### src/rtl/dmac_8257.sv
// Two-channel uPD8257-style DMA controller (channels 2 and 3) feeding the CRTC row-buffer DMA.
// Channel 2 supplies VRAM read addresses; channel 3 holds the autoload values.
module dmac_8257 #(
  parameter int unsigned XFER_CYC = 2,
  parameter logic [3:0]  IO_BASE  = 4'h4
) (
  input  logic        clk,
  input  logic        reset_n,
  input  logic        io_we,
  input  logic        io_re,
  input  logic [3:0]  io_adr,
  input  logic [7:0]  io_din,
  output logic [7:0]  io_dout,
  input  logic        dreq,
  output logic        dack,
  output logic        z80_busrq_n,
  input  logic        z80_busak_n,
  output logic [15:0] ram_adr,
  output logic        tc
);

  typedef enum logic [1:0] {S_IDLE, S_REQ, S_ACT, S_REL} state_t;

  localparam int unsigned    PW      = (XFER_CYC > 1) ? $clog2(XFER_CYC) : 1;
  localparam logic [PW-1:0]  PH_LAST = PW'(XFER_CYC - 1);

  state_t        state_q, state_d;
  logic [PW-1:0] phase_q, phase_d;
  logic [15:0]   adr2_q, adr2_d, cnt2_q, cnt2_d, adr3_q, adr3_d, cnt3_q, cnt3_d;
  logic          en_q, en_d, tcs_q, tcs_d, al_q, al_d, fl_q, fl_d;
  logic          tc2_q, tc2_d, upd_q, upd_d, dack_q, dack_d, busrq_n_q, busrq_n_d;

  logic [3:0] off;
  logic       in_rng, wr, rd, acc, byte_done, reload;

  assign off       = io_adr - IO_BASE;
  assign in_rng    = off < 4'd5;
  assign wr        = io_we && in_rng;
  assign rd        = io_re && in_rng;
  assign acc       = (io_we || io_re) && in_rng && (off < 4'd4);
  assign byte_done = (state_q == S_ACT) && dreq && en_q && (phase_q == PH_LAST);
  assign tc        = byte_done && (cnt2_q[13:0] == 14'd0);
  assign reload    = tc && al_q;

  assign dack        = dack_q;
  assign z80_busrq_n = busrq_n_q;
  assign ram_adr     = adr2_q;

  function automatic logic [15:0] put_byte(input logic [15:0] v, input logic hi,
                                           input logic [7:0] b);
    return hi ? {b, v[7:0]} : {v[15:8], b};
  endfunction

  always_ff @(posedge clk or negedge reset_n) begin
    if (!reset_n) state_q <= S_IDLE;
    else          state_q <= state_d;
  end

  always_comb begin
    state_d = state_q;
    unique case (state_q)
      S_IDLE: if (dreq && en_q) state_d = S_REQ;
      S_REQ: begin
        if (!dreq)             state_d = S_IDLE;
        else if (!z80_busak_n) state_d = S_ACT;
      end
      S_ACT:  if (!dreq || !en_q) state_d = S_REL;
      S_REL:  state_d = S_IDLE;
      default: state_d = S_IDLE;
    endcase
  end

  // Handshake outputs are registered from the next state so they track state_q exactly.
  always_comb begin
    dack_d    = (state_d == S_ACT);
    busrq_n_d = !((state_d == S_REQ) || (state_d == S_ACT));
    phase_d   = '0;
    if ((state_q == S_ACT) && dreq && en_q)
      phase_d = (phase_q == PH_LAST) ? '0 : phase_q + PW'(1);
  end

  always_comb begin
    adr2_d = adr2_q;
    cnt2_d = cnt2_q;
    adr3_d = adr3_q;
    cnt3_d = cnt3_q;
    en_d   = en_q;
    tcs_d  = tcs_q;
    al_d   = al_q;
    fl_d   = fl_q;
    tc2_d  = tc2_q;
    upd_d  = upd_q;
    if (byte_done) begin
      upd_d = reload;
      if (reload) begin
        adr2_d = adr3_q;
        cnt2_d = cnt3_q;
      end else begin
        adr2_d = adr2_q + 16'd1;
        cnt2_d = {cnt2_q[15:14], cnt2_q[13:0] - 14'd1};
      end
    end
    if (tc && !al_q && tcs_q) en_d = 1'b0;
    if (rd && (off == 4'd4)) tc2_d = 1'b0;
    if (tc) tc2_d = 1'b1;
    if (acc) fl_d = !fl_q;
    // CPU writes come last so they override any same-cycle increment or reload.
    if (wr) begin
      unique case (off)
        4'd0: begin
          adr2_d = put_byte(adr2_q, fl_q, io_din);
          if (al_q) adr3_d = put_byte(adr3_q, fl_q, io_din);
        end
        4'd1: begin
          cnt2_d = put_byte(cnt2_q, fl_q, io_din);
          if (al_q) cnt3_d = put_byte(cnt3_q, fl_q, io_din);
        end
        4'd2: adr3_d = put_byte(adr3_q, fl_q, io_din);
        4'd3: cnt3_d = put_byte(cnt3_q, fl_q, io_din);
        4'd4: begin
          en_d  = io_din[2];
          tcs_d = io_din[6];
          al_d  = io_din[7];
          fl_d  = 1'b0;
        end
        default: ;
      endcase
    end
  end

  always_ff @(posedge clk or negedge reset_n) begin
    if (!reset_n) begin
      phase_q   <= '0;
      adr2_q    <= '0;
      cnt2_q    <= '0;
      adr3_q    <= '0;
      cnt3_q    <= '0;
      en_q      <= 1'b0;
      tcs_q     <= 1'b0;
      al_q      <= 1'b0;
      fl_q      <= 1'b0;
      tc2_q     <= 1'b0;
      upd_q     <= 1'b0;
      dack_q    <= 1'b0;
      busrq_n_q <= 1'b1;
    end else begin
      phase_q   <= phase_d;
      adr2_q    <= adr2_d;
      cnt2_q    <= cnt2_d;
      adr3_q    <= adr3_d;
      cnt3_q    <= cnt3_d;
      en_q      <= en_d;
      tcs_q     <= tcs_d;
      al_q      <= al_d;
      fl_q      <= fl_d;
      tc2_q     <= tc2_d;
      upd_q     <= upd_d;
      dack_q    <= dack_d;
      busrq_n_q <= busrq_n_d;
    end
  end

  always_comb begin
    io_dout = '0;
    if (in_rng) begin
      unique case (off)
        4'd0: io_dout = fl_q ? adr2_q[15:8] : adr2_q[7:0];
        4'd1: io_dout = fl_q ? cnt2_q[15:8] : cnt2_q[7:0];
        4'd2: io_dout = fl_q ? adr3_q[15:8] : adr3_q[7:0];
        4'd3: io_dout = fl_q ? cnt3_q[15:8] : cnt3_q[7:0];
        4'd4: io_dout = {3'b000, upd_q, 1'b0, tc2_q, 2'b00};
        default: ;
      endcase
    end
  end

endmodule

### config.mk
export PLATFORM = sky130hd
export DESIGN_NAME = dmac_8257
export DESIGN_NICKNAME = d
export VERILOG_FILES = /design/src/rtl/dmac_8257.sv
export SDC_FILE = /design/constraint.sdc
export NUM_CORES = 1
export LEC_CHECK = 0
export CELL_PAD_IN_SITES_DETAIL_PLACEMENT = 1
export CELL_PAD_IN_SITES_GLOBAL_PLACEMENT = 1
export CORE_MARGIN = 2
export CORE_UTILIZATION = 45
export CTS_BUF_LIST = sky130_fd_sc_hd__clkbuf_4
export DETAILED_ROUTE_END_ITERATION = 10
export GPL_TIMING_DRIVEN = 0
export PLACE_DENSITY_LB_ADDON = 0.1
export SYNTH_ARGS = -nofsm -noshare
export SYNTH_HDL_FRONTEND = slang
export SYNTH_SLANG_ARGS = --single-unit
### constraint.sdc
create_clock -name clk -period 2.7 [get_ports clk]
set_input_delay 0.54 -clock clk [delete_from_list [all_inputs] [get_ports clk]]
set_output_delay 0.54 -clock clk [all_outputs]
set_load 0.005 [all_outputs]
==> metrics <==
Primary FF master, synth=dfrtp_1; fin cells=720; final setup vio count=0; setup slack after layout=0.0251 ns; gpl congestion=0.906; top-count cell post-synth=dfrtp_1; clock slew at reported path FFs=0.14 ns; post-synth top area share=0.380; Synth Register Bits=75; Mapped Cells=509; placed insts=689; CTS tree=yes; Final Core Density=0.561; kind of start point of the critical path=flop; DR vias=4808; I/O pins=45; fin. max-slew vios=0; final WL=18900 um; Seq/Total Area, Yosys=0.385; Final Critical Period=2.67 ns; peak supply drop=314 uV; routed vias/inst=6.68; die area=11700 um2; number of global-route vias before repair=4955; grt met3 use=0.0482; Synth area leaders=dfrtp_1 38%, mux2_2 8.1%, nand2_1 3.9%; arrival time worst endpoint=2.13 ns; Post-Syn Nets=533; LEAKAGE=0.00253 uW; Yosys top cell by area=dfrtp_1; initial DRC count=483; initial antenna violation count=0; Crit Path Class=flop to output pin; Seq. cell area=1880 um2; row cnt=38; global-route usage over all layers=0.339; Post-Place Worst Slack=-1.09 ns; H-tree Lvls=3; max_slew headroom=0.277; Synth warnings=0; Syn Area/Cell=9.58 um2; nets@finish=599; Syn-to-layout area delta=23.1%; Tot Pwr=4270 uW; CTS max path bufs=2; Core ar.=10700 um2; proportion of layout cells with a drive suffix above 1=0.238; Fill cells=1203; Min Hold Slack=0.492 ns; TritonCTS buffer count=9; GR Overflow Total=0; dpl hpwl=13400 um; initial core utilization=0.456; Tcrit/Tclk final=0.991; Antenna Cells=0; first-pass GRT wire length=29300 um; DRC=0; Fmax=374 MHz; ys async rst share=1.00; RSZ-0062 raised after global routing=no; Post-synth top cells=74 x dfrtp_1, 51 x nand2_1, 35 x mux2_2; Root Buffer=clkbuf_4; Clock Latency Late Sink=0.46 ns; Hold Vio Cnt, Final=0; HP Class=input pin to async pin; GRT busiest layer=met2; Die Ht=108 um; outcome=complete, no violations; largest net degree at the start of global routing=56; footprint of the multi-input gates=2950 um2; WL/cell=26.2 um; Max-Cap Viols=0; Crit Path Max Fanout=10; met2 GRT Util=0.554; number of synthesized flops with an enable pin=0; PD cells=711 nW/um2; Yosys cell types=76; CP required=2.16 ns; number of port buffers=39; GRT met1 Usage=0.456; drt first pass iters=5; Die X=108 um; Cell Area, Synth=4880 um2; worst slew pin tran=1.08 ns; ANT nets after route=0; Clock Skew=0.0179 ns; TritonCTS Sinks=75; CP Capture Type=output pin
worst paths after layout:
check | from | to | slack, ns | cells past startpoint
max in group asynchronous | reset_n | cnt2_q[6]$_DFFE_PN0P_ | 1.58 | 3
hold / removal | reset_n | dack$_DFF_PN0_ | 0.49 | 2
setup / recovery | fl_q$_DFF_PN0_ | io_dout[0] | 0.03 | 5
min in group clk | phase_q$_DFF_PN0_ | phase_q$_DFF_PN0_ | 0.50 | 1
setup reg to reg | state_q[0]$_DFF_PN0_ | cnt2_q[5]$_DFFE_PN0P_ | 0.18 | 6
hold reg to reg | phase_q$_DFF_PN0_ | phase_q$_DFF_PN0_ | 0.50 | 1
cells in the final DEF, fill, tap and decap left out, drive strengths merged, types with 5 or more instances in the layout:
cell,instances
mux4,8
clkbuf,26
mux2i,15
nor2,25
nand2b,8
inv,13
o21ai,31
dlygate4sd2,7
xor2,5
clkdlybuf4s50,27
nand4,8
or3,8
a221o,5
o211ai,10
dfrtp,74
o22ai,5
buf,36
o31ai,5
ha,6
nand2,52
nand3,20
nor3,12
mux2,35
nor4,6
a211oi,6
a21oi,32
a22oi,10
power by group:
part | internal [uW] | switching, uW | leakage, uW
Combinational | 855 | 835 | 0.00147
Clock | 378 | 426 | 0.0000815
Sequential | 1400 | 374 | 0.000981
Total | 2630 | 1640 | 0.00253
state kept, by name (all words and copies together), names as in the netlist:
name	cells
state_q	2
adr3_q	16
dack	1
z80_busrq_n	1
en_q	1
phase_q	1
cnt2_q	16
fl_q	1
cnt3_q	16
al_q	1
tcs_q	1
ram_adr	16
upd_q	1
tc2_q	1
metrics by stage:
step,TNS (ns),cell area [um2]
3_3_place_gp,-159.20,5440
4_1_cts,0,5970
6_report,0,6000
3_5_place_dp,-40.96,5470
5_1_grt,0,6000
2_1_floorplan,0,4880
layer usage:
metal,part of all wire,wire [um]
met1,0.42,7940
met2,0.47,8860
met3,0.074,1390
met4,0.037,702
met5,0,0
worst max-delay path: stages, from the launching register on:
cell,delay (ns)
dfrtp_2,0.47
inv_1,0.12
clkbuf_4,0.27
nand2_1,0.10
a21oi_2,0.19
clkdlybuf4s50_1,0.52
cell type report:
| type | count | share of cell area |
|---|---|---|
| inverter | 13 | 0.00813 |
| timing repair buffer | 58 | 0.0907 |
| clock inverter | 6 | 0.0133 |
| tap | 140 | 0.0292 |
| sequential | 75 | 0.313 |
| clock buffer | 10 | 0.0125 |
| buffer | 32 | 0.0415 |
| multi-input combinational | 386 | 0.491 |
logic make-up (layout without fill, tap and decap cells):
| kind of cell | count (synthesis) | after routing | share of synthesized area |
|---|---|---|---|
| AO/OA/AOI/OAI | 142 | 142 | 0.198 |
| XOR/XNOR | 7 | 7 | 0.0126 |
| adder cells (fa/ha/maj) | 6 | 6 | 0.0154 |
| buffers and inverters | 48 | 119 | 0.0441 |
| flip-flops | 75 | 75 | 0.385 |
| multiplexers | 58 | 58 | 0.149 |
| AND/OR/NAND/NOR | 173 | 173 | 0.197 |
timing repair:
item                                    in CTS  in global routing
hold buffers                                 1                  0
gates resized for setup                     78                  9
buffers inserted                            15                  2
endpoints found under the hold margin       19                  0
endpoints found under the setup margin      42                 14
pin swaps                                    6                  3
(Power assumes the default switching activity.)
